--- src/rtl/alu_seq_pkg.sv ---
// Shared types for the ALU sequencer: FSM state encoding,
// ALU opcode constants and the default mod wait length.
package alu_seq_pkg;

   typedef enum logic [2:0] {
      S_IDLE   = 3'd0,
      S_EXEC   = 3'd1,
      S_MODRST = 3'd2,
      S_WAIT   = 3'd3,
      S_DONE   = 3'd4
   } state_t;

   localparam logic [2:0] OP_AND  = 3'b000;
   localparam logic [2:0] OP_OR   = 3'b001;
   localparam logic [2:0] OP_XOR  = 3'b010;
   localparam logic [2:0] OP_NOR  = 3'b011;
   localparam logic [2:0] OP_LESS = 3'b100;
   localparam logic [2:0] OP_ADD  = 3'b101;
   localparam logic [2:0] OP_SUB  = 3'b110;
   localparam logic [2:0] OP_MOD  = 3'b111;

   localparam int MOD_WAIT_DEF = 34;

endpackage

--- src/rtl/cycle_counter.sv ---
// Loadable down-counter with zero flag; times the mod wait.
// Ports: clk, reset, load, load_val, dec -> zero.
module cycle_counter #(
   parameter int W = 6
) (
   input  logic         clk,
   input  logic         reset,
   input  logic         load,
   input  logic [W-1:0] load_val,
   input  logic         dec,
   output logic         zero
);

   logic [W-1:0] cnt;

   always_ff @(posedge clk) begin
      if (reset)
         cnt <= '0;
      else if (load)
         cnt <= load_val;
      else if (dec && (cnt != '0))
         cnt <= cnt - 1'b1;
   end

   assign zero = (cnt == '0);

endmodule

--- src/rtl/alu_sequencer.sv ---
// Sequences one ALU op at a time: registers operands, waits for
// the result (multi-cycle for mod), holds it until consumed.
// Ports: in_* upstream handshake/operands, alu_* to/from ALU,
// out_* downstream handshake/result, busy status.
module alu_sequencer
   import alu_seq_pkg::*;
#(
   parameter int MOD_WAIT = MOD_WAIT_DEF
) (
   input  logic        clk,
   input  logic        reset,
   input  logic        in_valid,
   output logic        in_ready,
   input  logic [2:0]  in_op,
   input  logic [31:0] in_a,
   input  logic [31:0] in_b,
   output logic [31:0] alu_a,
   output logic [31:0] alu_b,
   output logic [2:0]  alu_op,
   output logic        alu_mod_reset,
   input  logic [31:0] alu_result,
   output logic        out_valid,
   input  logic        out_ready,
   output logic [31:0] out_result,
   output logic [2:0]  out_op,
   output logic        busy
);

   state_t state;
   state_t next;
   logic   accept;
   logic   capture;
   logic   cnt_zero;

   always_ff @(posedge clk) begin
      if (reset)
         state <= S_IDLE;
      else
         state <= next;
   end

   always_comb begin
      next = state;
      case (state)
         S_IDLE:
            if (in_valid)
               next = (in_op == OP_MOD) ? S_MODRST : S_EXEC;
         S_EXEC:   next = S_DONE;
         S_MODRST: next = S_WAIT;
         S_WAIT:
            if (cnt_zero)
               next = S_DONE;
         S_DONE:
            if (out_ready)
               next = S_IDLE;
         default:  next = S_IDLE;
      endcase
   end

   assign accept  = (state == S_IDLE) && in_valid;
   // Result is sampled on the last cycle the ALU is given.
   assign capture = (state == S_EXEC)
                 || ((state == S_WAIT) && cnt_zero);

   always_ff @(posedge clk) begin
      if (reset) begin
         alu_a      <= '0;
         alu_b      <= '0;
         alu_op     <= '0;
         out_result <= '0;
         out_op     <= '0;
      end else begin
         if (accept) begin
            alu_a  <= in_a;
            alu_b  <= in_b;
            alu_op <= in_op;
         end
         if (capture) begin
            out_result <= alu_result;
            out_op     <= alu_op;
         end
      end
   end

   // Loaded with MOD_WAIT-1 so WAIT spans exactly MOD_WAIT cycles.
   cycle_counter #(
      .W(6)
   ) u_cnt (
      .clk      (clk),
      .reset    (reset),
      .load     (state == S_MODRST),
      .load_val (6'(MOD_WAIT - 1)),
      .dec      (state == S_WAIT),
      .zero     (cnt_zero)
   );

   // Reset masks the handshake outputs and holds the mod unit
   // in reset, independent of the current state register.
   assign in_ready      = (state == S_IDLE) && !reset;
   assign out_valid     = (state == S_DONE) && !reset;
   assign busy          = (state != S_IDLE) && !reset;
   assign alu_mod_reset = (state == S_MODRST) || reset;

endmodule

--- config.mk ---
export PLATFORM = sky130hd
export DESIGN_NAME = alu_sequencer
export DESIGN_NICKNAME = d
export VERILOG_FILES = /design/src/rtl/alu_seq_pkg.sv /design/src/rtl/cycle_counter.sv /design/src/rtl/alu_sequencer.sv
export SDC_FILE = /design/constraint.sdc
export NUM_CORES = 1
export LEC_CHECK = 0
export CAP_MARGIN = 20
export CORE_MARGIN = 8
export CORE_UTILIZATION = 40
export CTS_BUF_LIST = sky130_fd_sc_hd__clkbuf_4
export DETAILED_ROUTE_END_ITERATION = 8
export GPL_TIMING_DRIVEN = 0
export PLACE_DENSITY_LB_ADDON = 0.12
export SLEW_MARGIN = 20
export SYNTH_ARGS = -nofsm -noshare
export SYNTH_HDL_FRONTEND = slang
export SYNTH_SLANG_ARGS = --single-unit
--- constraint.sdc ---
create_clock -name clk -period 2 [get_ports clk]
set_clock_uncertainty 0.05 [all_clocks]
set_input_delay 0.4 -clock clk [delete_from_list [all_inputs] [get_ports clk]]
set_output_delay 0.4 -clock clk [all_outputs]
set_load 0.05 [all_outputs]
==> impl_metrics.csv, run 1 <==
group,metric,value,unit
grt,grt_max_degree,20,
routing,routed_wl,14100,um
pwr,irDropWorstVdd,0.375,mV
yosys,netlist_top_cells_area,"dfxtp_1 (50%), nand2_1 (11%), nand2b_1 (10%)",
routing,dr.pass1.iters,4,
placement,dpl.cell_count,859,
cts,cts_tree,"yes",
status,violations,"setup timing",
cts,ctsHoldBuffers,0,
yosys,synth_top_cell_area_share,0.501,
sta,finalHoldViolCount,0,
hold_path,min_path_cells,3,
yosys,synthCells,512,
finish,drive_gt1_frac,0.0811,
sta,tns,-0.0392,ns
sta,worst_slew_pin_slew,0.552,ns
placement,hpwl,11200,um
setup_path,r2r_cells,8,
placement,portBuffers,207,
cts,clock_path_buffers,2,
sta,fin_crit_sh,1.02,
setup_path,startpoint_type,"register",
sta,setup_viol,1,
cts,cts_made_buffers,9,
setup_path,crit_type,"register to output pin",
status,status,"complete, but fails checks",
sta,slew_viol_final,0,
routing,drtIter0Drc,217,
placement,place_ws,-0.911,ns
sta,max_slew_margin,0.631,
floorplanning,die_height,121,um
cts,clock_sinks,111,
grt,antenna_found_initial,0,
sta,fin_ws,-0.0392,ns
routing,viasPerCell,4.86,
placement,gp_congestion,0.792,
finish,utilization,0.630,
yosys,postSynthAreaPerCell,8.67,um2
sta,fmax,0.490,GHz
finish,layout_common_cells,"nand2_1 (135), dfxtp_1 (107), clkdlybuf4s50_1 (101), dlygate4sd2_1 (101), a21oi_1 (74)",
pwr,power_density,769,nW/um2
yosys,synth_fp_nets,617,
yosys,ys_warn_count,0,
routing,vias,4277,
routing,wl_per_cell,16.0,um
grt,grt_pass1_vias,4391,
yosys,yosys.area.top_type,"dfxtp_1",
setup_path,cp_data_arrival_time,1.59,ns
run,maxCapViolCount,0,
yosys,yosysSeqAreaShare,0.501,
finish,final_net_count,841,
finish,syn2layout_area_growth,53.8,%
hold_path,min_path_type,"input port to register",
floorplanning,core.rowCount,38,
sta,period_needed,2.04,ns
yosys,synthesis.area,4440,um2
yosys,yosysUniqueCellTypes,38,
floorplanning,initial_core_util,0.409,
yosys,synth-main-ff-cell,"dfxtp_1",
setup_path,crit_fanout,5,
setup_path,end_kind,"output pin",
yosys,synth_seq_cells,111,
grt,grt_overflow,0,
yosys,ys_async_sr_fraction,0,
cts,clkTransAtPathRegs,0.16,ns
finish,final_common_cell,"nand2_1",
grt,grt_first_pass_wirelength,22300,um
cts,clk_latency,0.45,ns
yosys,synth_edf_count,0,
floorplanning,pin_count,209,
floorplanning,die-area,14700,um2
cts,root_buffer,"clkbuf_4",
finish,antennaDiodeCount,0,
routing,ant_nets,0,
sta,rsz0062_at_grt,"yes",
setup_path,worst_ep_required_time,1.55,ns
grt,track_usage,0.189,
pwr,p_leak,2.99,nW
cts,htreeDepth,3,
finish,finalNonFillerCells,880,
floorplanning,core-area,10800,um2
floorplanning,die_w,121,um
routing,drc,0,
## path summary, 6_finish.rpt
kind | start | slack (ns) | to
min | reset | 0.37 | out_result[11]
min reg2reg | alu_b[6] | 0.41 | alu_b[6]
max reg2reg | u_cnt.cnt[0] | 0.11 | state[2]
max | state[2] | -0.04 | alu_mod_reset
## cell families after synthesis
family / count (synthesis) / share of synthesized area
simple gates: 232 / 0.259
flops: 111 / 0.501
compound gates: 87 / 0.106
buf+inv: 44 / 0.0474
mux: 36 / 0.0812
fa+ha+maj: 2 / 0.00564
## worst max-delay path, stage by stage (launching register included)
cell and delay [ns]:
dfxtp_2 0.36, buf_6 0.13, or3b_4 0.43, nand2b_4 0.09, buf_8 0.14
## flip-flops by register name, indices dropped and copies added, names as in the netlist
register / flops
out_result: 32
u_cnt.cnt: 6
state: 3
out_op: 3
alu_a: 32
alu_b: 32
alu_op: 3
## Yosys cell counts, types with 2 or more instances
cell	instances
or3b_2	2
buf_4	11
nor4_1	4
inv_1	5
nand4b_1	3
nand2_1	135
nand2b_1	71
o211ai_1	2
ha_1	2
buf_2	3
dfxtp_1	111
or4b_1	2
clkbuf_1	24
nand3b_1	2
a211oi_1	2
mux2i_1	36
a21oi_1	74
nor2_1	3
## layout make-up
| cell class | instances | area, um2 |
|---|---|---|
| Buffer | 38 | 224 |
| Clock buffer | 11 | 82.6 |
| Clock inverter | 4 | 47.5 |
| Fill cell | 962 | 4020 |
| Inverter | 5 | 18.8 |
| Multi-Input combinational cell | 357 | 2050 |
| Sequential cell | 111 | 2230 |
| Tap cell | 140 | 175 |
| Timing Repair Buffer | 214 | 2000 |
## per-layer routing
metal | track usage | vias up | wire length [um]
li1 | - | 2136 | -
met3 | 0.0982 | 22 | 1730
met5 | 0 | - | 0
met2 | 0.303 | 169 | 6450
met1 | 0.210 | 1950 | 5660
met4 | 0.0694 | 0 | 271
## through the flow
step / hold WS [ns] / total power, W / area (um2)
floorplan: 0.428 / 0.00359 / 4450
global placement: 0.391 / 0.00425 / 6700
detailed placement: 0.396 / 0.00428 / 6700
CTS: 0.356 / 0.00529 / 6780
global route: 0.370 / 0.00551 / 6820
finish: 0.370 / 0.00525 / 6820
## what timing repair did
action | 4_1_cts | 5_1_grt
endpoints found under the setup margin | 134 | 30
pin swaps | 3 | 1
resized for setup | 150 | 7
cloned | 0 | 1
buffers inserted | 3 | 3
## where the power goes
group / switching (W) / internal, W / total [W]
Clock: 0.000713 / 0.000401 / 0.00111
Sequential: 0.0000843 / 0.00238 / 0.00247
Combinational: 0.00107 / 0.000592 / 0.00166
No activity file was read; power rests on OpenSTA's default activity.
==> inputs of run 2 (changes only) <==
--- a/config.mk
+++ b/config.mk
@@ -12,7 +12,7 @@
 export DETAILED_ROUTE_END_ITERATION = 8
 export GPL_TIMING_DRIVEN = 0
 export PLACE_DENSITY_LB_ADDON = 0.12
-export SLEW_MARGIN = 20
+export SLEW_MARGIN = 15
 export SYNTH_ARGS = -nofsm -noshare
 export SYNTH_HDL_FRONTEND = slang
 export SYNTH_SLANG_ARGS = --single-unit
==> results of run 2 <==
Final layout, timing and power as in run 1 (identical DEF).
